[src/rtl/trigger_ctrl.sv]
// trigger_ctrl: synchronised edge-count trigger with holdoff and single-shot / auto-rearm modes.
// Optional macro TRIGGER_TIMEOUT_EN adds an armed-time timeout (i_timeout / o_timeout).
module trigger_ctrl #(
    parameter int CNT_W       = 16,
    parameter int SYNC_STAGES = 2
) (
    input  logic             i_clk,
    input  logic             i_rst_n,
    input  logic             i_in,
    input  logic [1:0]       i_mode,
    input  logic [CNT_W-1:0] i_count,
    input  logic [CNT_W-1:0] i_holdoff,
    input  logic             i_single,
    input  logic             i_arm,
    input  logic             i_disarm,
`ifdef TRIGGER_TIMEOUT_EN
    input  logic [CNT_W-1:0] i_timeout,
    output logic             o_timeout,
`endif
    output logic             o_fire,
    output logic             o_armed,
    output logic             o_busy,
    output logic [CNT_W-1:0] o_edges
);

    typedef enum logic [1:0] {
        S_IDLE    = 2'd0,
        S_ARMED   = 2'd1,
        S_HOLDOFF = 2'd2
    } state_t;

    localparam logic [2:0]       WARM_CYC = 3'(SYNC_STAGES + 1);
    localparam logic [CNT_W-1:0] CNT_ONE  = CNT_W'(1);
    localparam logic [CNT_W-1:0] CNT_ZERO = {CNT_W{1'b0}};

    logic [SYNC_STAGES-1:0] r_sync;
    logic                   r_past;
    logic [2:0]             r_warm;
    state_t                 r_state;
    logic [1:0]             r_mode;
    logic [CNT_W-1:0]       r_target;
    logic [CNT_W-1:0]       r_hold_len;
    logic                   r_single;
    logic [CNT_W-1:0]       r_hold_cnt;
    logic [CNT_W-1:0]       r_edges;
    logic                   r_fire;
    logic                   r_armed;
    logic                   r_busy;

    logic                   w_s;
    logic                   w_warm_done;
    logic                   w_qual;
    logic                   w_edge;
    logic [CNT_W-1:0]       w_edges_inc;
    state_t                 w_state_nx;
    logic [CNT_W-1:0]       w_edges_nx;
    logic [CNT_W-1:0]       w_hold_nx;
    logic                   w_fire_nx;
    logic                   w_latch;

`ifdef TRIGGER_TIMEOUT_EN
    logic [CNT_W-1:0]       r_tmo_len;
    logic [CNT_W-1:0]       r_tcnt;
    logic                   r_timeout;
    logic [CNT_W-1:0]       w_tcnt_inc;
    logic                   w_tmo_hit;
    logic                   w_tmo_nx;
`endif

    assign w_s         = r_sync[SYNC_STAGES-1];
    assign w_warm_done = (r_warm == WARM_CYC);
    assign w_edges_inc = r_edges + CNT_ONE;

    // Input synchroniser plus the one-cycle-delayed copy used for edge detection.
    always_ff @(posedge i_clk or negedge i_rst_n) begin
        if (!i_rst_n) begin
            r_sync <= {SYNC_STAGES{1'b0}};
            r_past <= 1'b0;
        end else begin
            r_sync <= {r_sync[SYNC_STAGES-2:0], i_in};
            r_past <= w_s;
        end
    end

    // Warm-up counter: holds off arming until the synchroniser has settled.
    always_ff @(posedge i_clk or negedge i_rst_n) begin
        if (!i_rst_n) begin
            r_warm <= 3'd0;
        end else if (!w_warm_done) begin
            r_warm <= r_warm + 3'd1;
        end else begin
            r_warm <= r_warm;
        end
    end

    // Qualifying-edge select from the latched mode.
    always_comb begin
        w_qual = 1'b0;
        case (r_mode)
            2'b01:   w_qual = ~r_past & w_s;
            2'b10:   w_qual = r_past & ~w_s;
            2'b11:   w_qual = r_past ^ w_s;
            default: w_qual = 1'b0;
        endcase
        w_edge = w_qual & w_warm_done;
    end

`ifdef TRIGGER_TIMEOUT_EN
    assign w_tcnt_inc = (r_tcnt == {CNT_W{1'b1}}) ? r_tcnt : (r_tcnt + CNT_ONE);
    assign w_tmo_hit  = (r_tmo_len != CNT_ZERO) && (w_tcnt_inc == r_tmo_len);
`endif

    // Next-state and next-output logic; disarm overrides everything.
    always_comb begin
        w_state_nx = r_state;
        w_edges_nx = r_edges;
        w_hold_nx  = r_hold_cnt;
        w_fire_nx  = 1'b0;
        w_latch    = 1'b0;
`ifdef TRIGGER_TIMEOUT_EN
        w_tmo_nx   = 1'b0;
`endif
        if (i_disarm) begin
            w_state_nx = S_IDLE;
            w_edges_nx = CNT_ZERO;
        end else begin
            case (r_state)
                S_IDLE: begin
                    if (i_arm && w_warm_done) begin
                        w_latch    = 1'b1;
                        w_edges_nx = CNT_ZERO;
                        w_state_nx = S_ARMED;
                    end else begin
                        w_state_nx = S_IDLE;
                    end
                end
                S_ARMED: begin
                    if (i_arm) begin
                        w_latch    = 1'b1;
                        w_edges_nx = CNT_ZERO;
                    end else if (w_edge && (w_edges_inc == r_target)) begin
                        w_fire_nx  = 1'b1;
                        w_edges_nx = CNT_ZERO;
                        if (r_single) begin
                            w_state_nx = S_IDLE;
                        end else if (r_hold_len == CNT_ZERO) begin
                            w_state_nx = S_ARMED;
                        end else begin
                            w_state_nx = S_HOLDOFF;
                            w_hold_nx  = r_hold_len;
                        end
                    end else begin
                        if (w_edge) begin
                            w_edges_nx = w_edges_inc;
                        end else begin
                            w_edges_nx = r_edges;
                        end
`ifdef TRIGGER_TIMEOUT_EN
                        if (w_tmo_hit) begin
                            w_tmo_nx   = 1'b1;
                            w_state_nx = S_IDLE;
                            w_edges_nx = CNT_ZERO;
                        end else begin
                            w_tmo_nx   = 1'b0;
                        end
`endif
                    end
                end
                S_HOLDOFF: begin
                    if (r_hold_cnt <= CNT_ONE) begin
                        w_state_nx = S_ARMED;
                        w_hold_nx  = CNT_ZERO;
                        w_edges_nx = CNT_ZERO;
                    end else begin
                        w_hold_nx  = r_hold_cnt - CNT_ONE;
                    end
                end
                default: begin
                    w_state_nx = S_IDLE;
                    w_edges_nx = CNT_ZERO;
                end
            endcase
        end
    end

    // State register and registered outputs.
    always_ff @(posedge i_clk or negedge i_rst_n) begin
        if (!i_rst_n) begin
            r_state    <= S_IDLE;
            r_edges    <= CNT_ZERO;
            r_hold_cnt <= CNT_ZERO;
            r_fire     <= 1'b0;
            r_armed    <= 1'b0;
            r_busy     <= 1'b0;
        end else begin
            r_state    <= w_state_nx;
            r_edges    <= w_edges_nx;
            r_hold_cnt <= w_hold_nx;
            r_fire     <= w_fire_nx;
            r_armed    <= (w_state_nx == S_ARMED);
            r_busy     <= (w_state_nx == S_HOLDOFF);
        end
    end

    // Configuration captured only in the accepted arm cycle; a count of 0 means 1.
    always_ff @(posedge i_clk or negedge i_rst_n) begin
        if (!i_rst_n) begin
            r_mode     <= 2'b00;
            r_target   <= CNT_ONE;
            r_hold_len <= CNT_ZERO;
            r_single   <= 1'b0;
`ifdef TRIGGER_TIMEOUT_EN
            r_tmo_len  <= CNT_ZERO;
`endif
        end else if (w_latch) begin
            r_mode     <= i_mode;
            r_target   <= (i_count == CNT_ZERO) ? CNT_ONE : i_count;
            r_hold_len <= i_holdoff;
            r_single   <= i_single;
`ifdef TRIGGER_TIMEOUT_EN
            r_tmo_len  <= i_timeout;
`endif
        end else begin
            r_mode     <= r_mode;
        end
    end

`ifdef TRIGGER_TIMEOUT_EN
    // Armed-cycle counter: restarts on entry to ARMED, re-arm, fire or timeout.
    always_ff @(posedge i_clk or negedge i_rst_n) begin
        if (!i_rst_n) begin
            r_tcnt    <= CNT_ZERO;
            r_timeout <= 1'b0;
        end else begin
            r_timeout <= w_tmo_nx;
            if ((r_state != S_ARMED) || w_latch || w_fire_nx || w_tmo_nx) begin
                r_tcnt <= CNT_ZERO;
            end else begin
                r_tcnt <= w_tcnt_inc;
            end
        end
    end

    assign o_timeout = r_timeout;
`endif

    assign o_fire  = r_fire;
    assign o_armed = r_armed;
    assign o_busy  = r_busy;
    assign o_edges = r_edges;

endmodule
[config.mk]
export PLATFORM = sky130hd
export DESIGN_NAME = trigger_ctrl
export DESIGN_NICKNAME = d
export VERILOG_FILES = /design/src/rtl/trigger_ctrl.sv
export SDC_FILE = /design/constraint.sdc
export NUM_CORES = 1
export LEC_CHECK = 0
export CAP_MARGIN = 20
export CORE_ASPECT_RATIO = 1.5
export CORE_MARGIN = 2
export CORE_UTILIZATION = 45
export CTS_BUF_LIST = sky130_fd_sc_hd__clkbuf_8
export DETAILED_ROUTE_END_ITERATION = 12
export PLACE_DENSITY = 0.74
export REMOVE_ABC_BUFFERS = 1
export SYNTH_ARGS = -nofsm -noshare
export SYNTH_HDL_FRONTEND = slang
export SYNTH_SLANG_ARGS = --single-unit
[constraint.sdc]
create_clock -name i_clk -period 3 [get_ports i_clk]
set_clock_uncertainty 0.05 [all_clocks]
set_input_delay 0.6 -clock i_clk [delete_from_list [all_inputs] [get_ports i_clk]]
set_output_delay 0.6 -clock i_clk [all_outputs]
set_load 0.01 [all_outputs]
==> flow_summary_export.csv <==
group,metric,value,unit
status,status,"complete, but fails checks",
status,violations,"setup timing",
logic_synthesis,synthSimpleGateAreaFrac,15.87,%
timing,worst_pin_slew,0.9933,ns
global_routing,grt_max_degree,79,
floorplanning,num_rows,44,
run,maxCapViolCount,0,
critical_path,r2r-start,"o_edges[0]",
logic_synthesis,synthTopCellsByArea,"dfrtp_1, mux2_2, o21ai_0, a22o_1, ha_1",
finish,final_nets,611,
logic_synthesis,synth_edf_count,0,
timing,setup_viol,19,
route,wire_per_inst,18.04,um
critical_path,cp.required,3.20,ns
timing,period_needed,3.149,ns
global_routing,grt.total_usage,23.55,%
finish,fin_util,61.81,%
power_and_ir_drop,leakagePower,2.417,nW
route,vias_per_cell,5.954,
finish,antennaDiodeCount,0,
critical_path,startpoint_type,"register",
clock_network,clock_sinks,78,
timing,maxSlewViolCount,0,
timing,tns,-2.030,ns
logic_synthesis,syn_inst,450,
critical_path,cp_max_fo,7,
timing,rsz0062_at_grt,"yes",
logic_synthesis,ys_seq_area_share,44.38,%
timing,final-hold-violation-count,0,
global_routing,grt_antenna_before_repair,0,
floorplanning,die_x,84.74,um
global_routing,grt_util_met3,5.611,%
logic_synthesis,synth_fa_ha_area_share,3.128,%
logic_synthesis,synth_top_family_by_area,"compound AO/OA/AOI/OAI gates",
logic_synthesis,synthMuxAreaShare,8.103,%
finish,nFillCells,802,
place,io_buffer_count,58,
place,dp.cells,653,
finish,syn_to_final_growth,34.55,%
logic_synthesis,synthArstFlopShare,100.0,%
route,totalWireLength,12270,um
critical_path,end_kind,"register",
timing,finalWorstSetupSlack,-0.1493,ns
logic_synthesis,yosysWarningCount,0,
finish,final-seq-area,1953,um^2
clock_network,cts-root-buf,"clkbuf_8",
logic_synthesis,synth_top_flop_cell,"dfrtp_1",
place,gp_routability_congestion,0.8932,
logic_synthesis,synth_area,4400,um^2
power_and_ir_drop,peakVddDrop,0.3098,mV
place,hpwl,8481,um
finish,drive_gt1_share,26.02,%
global_routing,grt_pass1_vias,4130,
logic_synthesis,synth.most_common_cell,"dfrtp_1",
global_routing,grt-ovfl-total,0,
route,dr.pass1.iters,4,
logic_synthesis,synth_top_area_cell,"dfrtp_1",
logic_synthesis,ys_types,58,
critical_path,cp.arrival,3.34,ns
route,ant_nets,0,
floorplanning,start_util,45.94,%
timing,relSlewSlack,33.78,%
clock_network,clk_latency,0.37,ns
logic_synthesis,synth_compound_area_share,19.05,%
logic_synthesis,synth_top_area_share,43.79,%
clock_network,cts_tree,"done",
floorplanning,die-height,125.1,um
critical_path,startpoint,"o_edges[0]",
clock_network,cts_hold_buf,0,
logic_synthesis,synth_xor_area_share,4.777,%
critical_path,crit_type,"reg2reg",
clock_network,cts.path.max_buffers,2,
global_routing,grtUsageMet1,25.69,%
route,drc_errors,0,
worst_hold_path,hold_class,"reg2reg",
route,drt_iter0_markers,215,
finish,multiInputGateArea,2381,um^2
timing,period_share,105.0,%
floorplanning,core-area,9579,um^2
clock_network,cts_made_buffers,9,
timing,fmax,317.5,MHz
power_and_ir_drop,finalPower,2.787,mW
logic_synthesis,avgSynthCellArea,9.779,um^2
finish,final_cells,680,
global_routing,grt_pass1_wl,19810,um
logic_synthesis,synthTopCellsByCount,"dfrtp_1, o21ai_0, nand2_1",
power_and_ir_drop,powerDensity,470.7,nW/um^2
timing,whs,0.3006,ns
floorplanning,ios,59,
route,dr_total_vias,4049,
clock_network,path_clk_slew,0.08,ns
logic_synthesis,ys_seq_elements,78,
global_routing,busiest_layer,"met2",
worst_hold_path,min_from,"r_sync[0]",
global_routing,use_met2,41.50,%
clock_network,htreeDepth,3,
floorplanning,die_area,10600,um^2
==> metrics by stage <==
step                setup slack [ns]  instance area [um^2]
floorplan                     -1.021                  4277
global placement             -0.1675                  5449
detailed placement           -0.2515                  5449
CTS                          -0.1517                  5859
global route                 -0.2550                  5921
finish                       -0.1493                  5921
==> layout make-up <==
class	count	area share (%)
clock buffer	9	2.092
clock inverter	7	0.9932
inverter	22	1.395
multi-input combinational	324	40.22
sequential	78	32.99
tap	115	2.430
timing repair buffer	125	19.89
==> layout by cell type (no fill, tap or decap), types with 3 or more instances in the layout <==
| cell type | n |
|---|---|
| o21ai_0 | 33 |
| nand2_2 | 3 |
| and2_1 | 3 |
| buf_4 | 61 |
| buf_16 | 3 |
| nor3_1 | 16 |
| o211ai_1 | 3 |
| nand3_1 | 15 |
| o21ai_1 | 4 |
| nor4_1 | 10 |
| clkdlybuf4s50_1 | 57 |
| a22o_1 | 17 |
| o32ai_1 | 4 |
| ha_1 | 10 |
| nor2_1 | 12 |
| a21oi_1 | 14 |
| a21oi_2 | 3 |
| nand2b_1 | 6 |
| nor3_2 | 4 |
| xnor2_1 | 15 |
| o31ai_1 | 4 |
| o21ai_2 | 6 |
| xor2_1 | 9 |
| mux2_2 | 29 |
| a31oi_1 | 11 |
| clkbuf_8 | 9 |
| nand2_1 | 31 |
| inv_1 | 24 |
| dfrtp_1 | 77 |
| nand4_1 | 8 |
| and4_1 | 3 |
==> state kept, by name, indices dropped and copies added (netlist names) <==
name and count:
o_busy 1, r_target 16, r_warm 3, r_sync 2, r_state 2, r_hold_len 16
r_hold_cnt 16, o_fire 1, o_edges 16, r_mode 2, o_armed 1, r_past 1
r_single 1
==> power breakdown <==
| group | switching [mW] | leakage [nW] | internal, mW | total, mW |
|---|---|---|---|---|
| clock | 0.388 | 0.103 | 0.372 | 0.760 |
| sequential | 0.155 | 0.971 | 1.21 | 1.36 |
| combinational | 0.314 | 1.34 | 0.351 | 0.665 |
==> critical path, cell delays in order (launching register included) <==
cell,delay (ns)
dfrtp_1,0.41
ha_4,0.25
xor2_1,0.16
a311o_1,0.33
a211oi_2,0.25
o2111ai_1,0.14
or4_4,0.52
o41ai_4,0.26
buf_4,0.22
buf_12,0.13
mux2i_2,0.21
nand3_1,0.09
==> kinds of logic (layout without fill, tap and decap cells) <==
logic type / after synthesis / count (layout)
muxes: 32 / 32
xor gates and xnor gates: 24 / 24
AOI/OAI and AO/OA: 123 / 123
DFF: 78 / 78
buffers and inverters: 48 / 163
adders and majority gates: 11 / 11
and+or+nand+nor: 134 / 134
==> what timing repair did <==
| item | 4_1_cts | 5_1_grt |
|---|---|---|
| setup buffers | 7 | 1 |
| pin swaps | 12 | 3 |
| setup endpoints to repair | 29 | 32 |
| gates cloned | 3 | 0 |
| gates resized for setup | 30 | 13 |
==> worst paths after layout <==
kind / to / slack, ns / cells after the start
min in group asynchronous: o_edges[4] / 0.35 / 1
max in group asynchronous: r_hold_len[4] / 1.92 / 1
hold / removal: r_sync[1] / 0.30 / 0
setup / recovery: r_hold_cnt[4] / -0.15 / 11
hold reg to reg: r_sync[1] / 0.30 / 0
setup reg to reg: r_hold_cnt[4] / -0.15 / 11
==> routing by layer <==
metal / up-vias / routed length, um
met1: 1999 / 4611
li1: 1880 / -
met3: 45 / 562
met2: 125 / 6535
met5: - / 0
met4: 0 / 557
No activity file was read; power rests on OpenSTA's default activity.
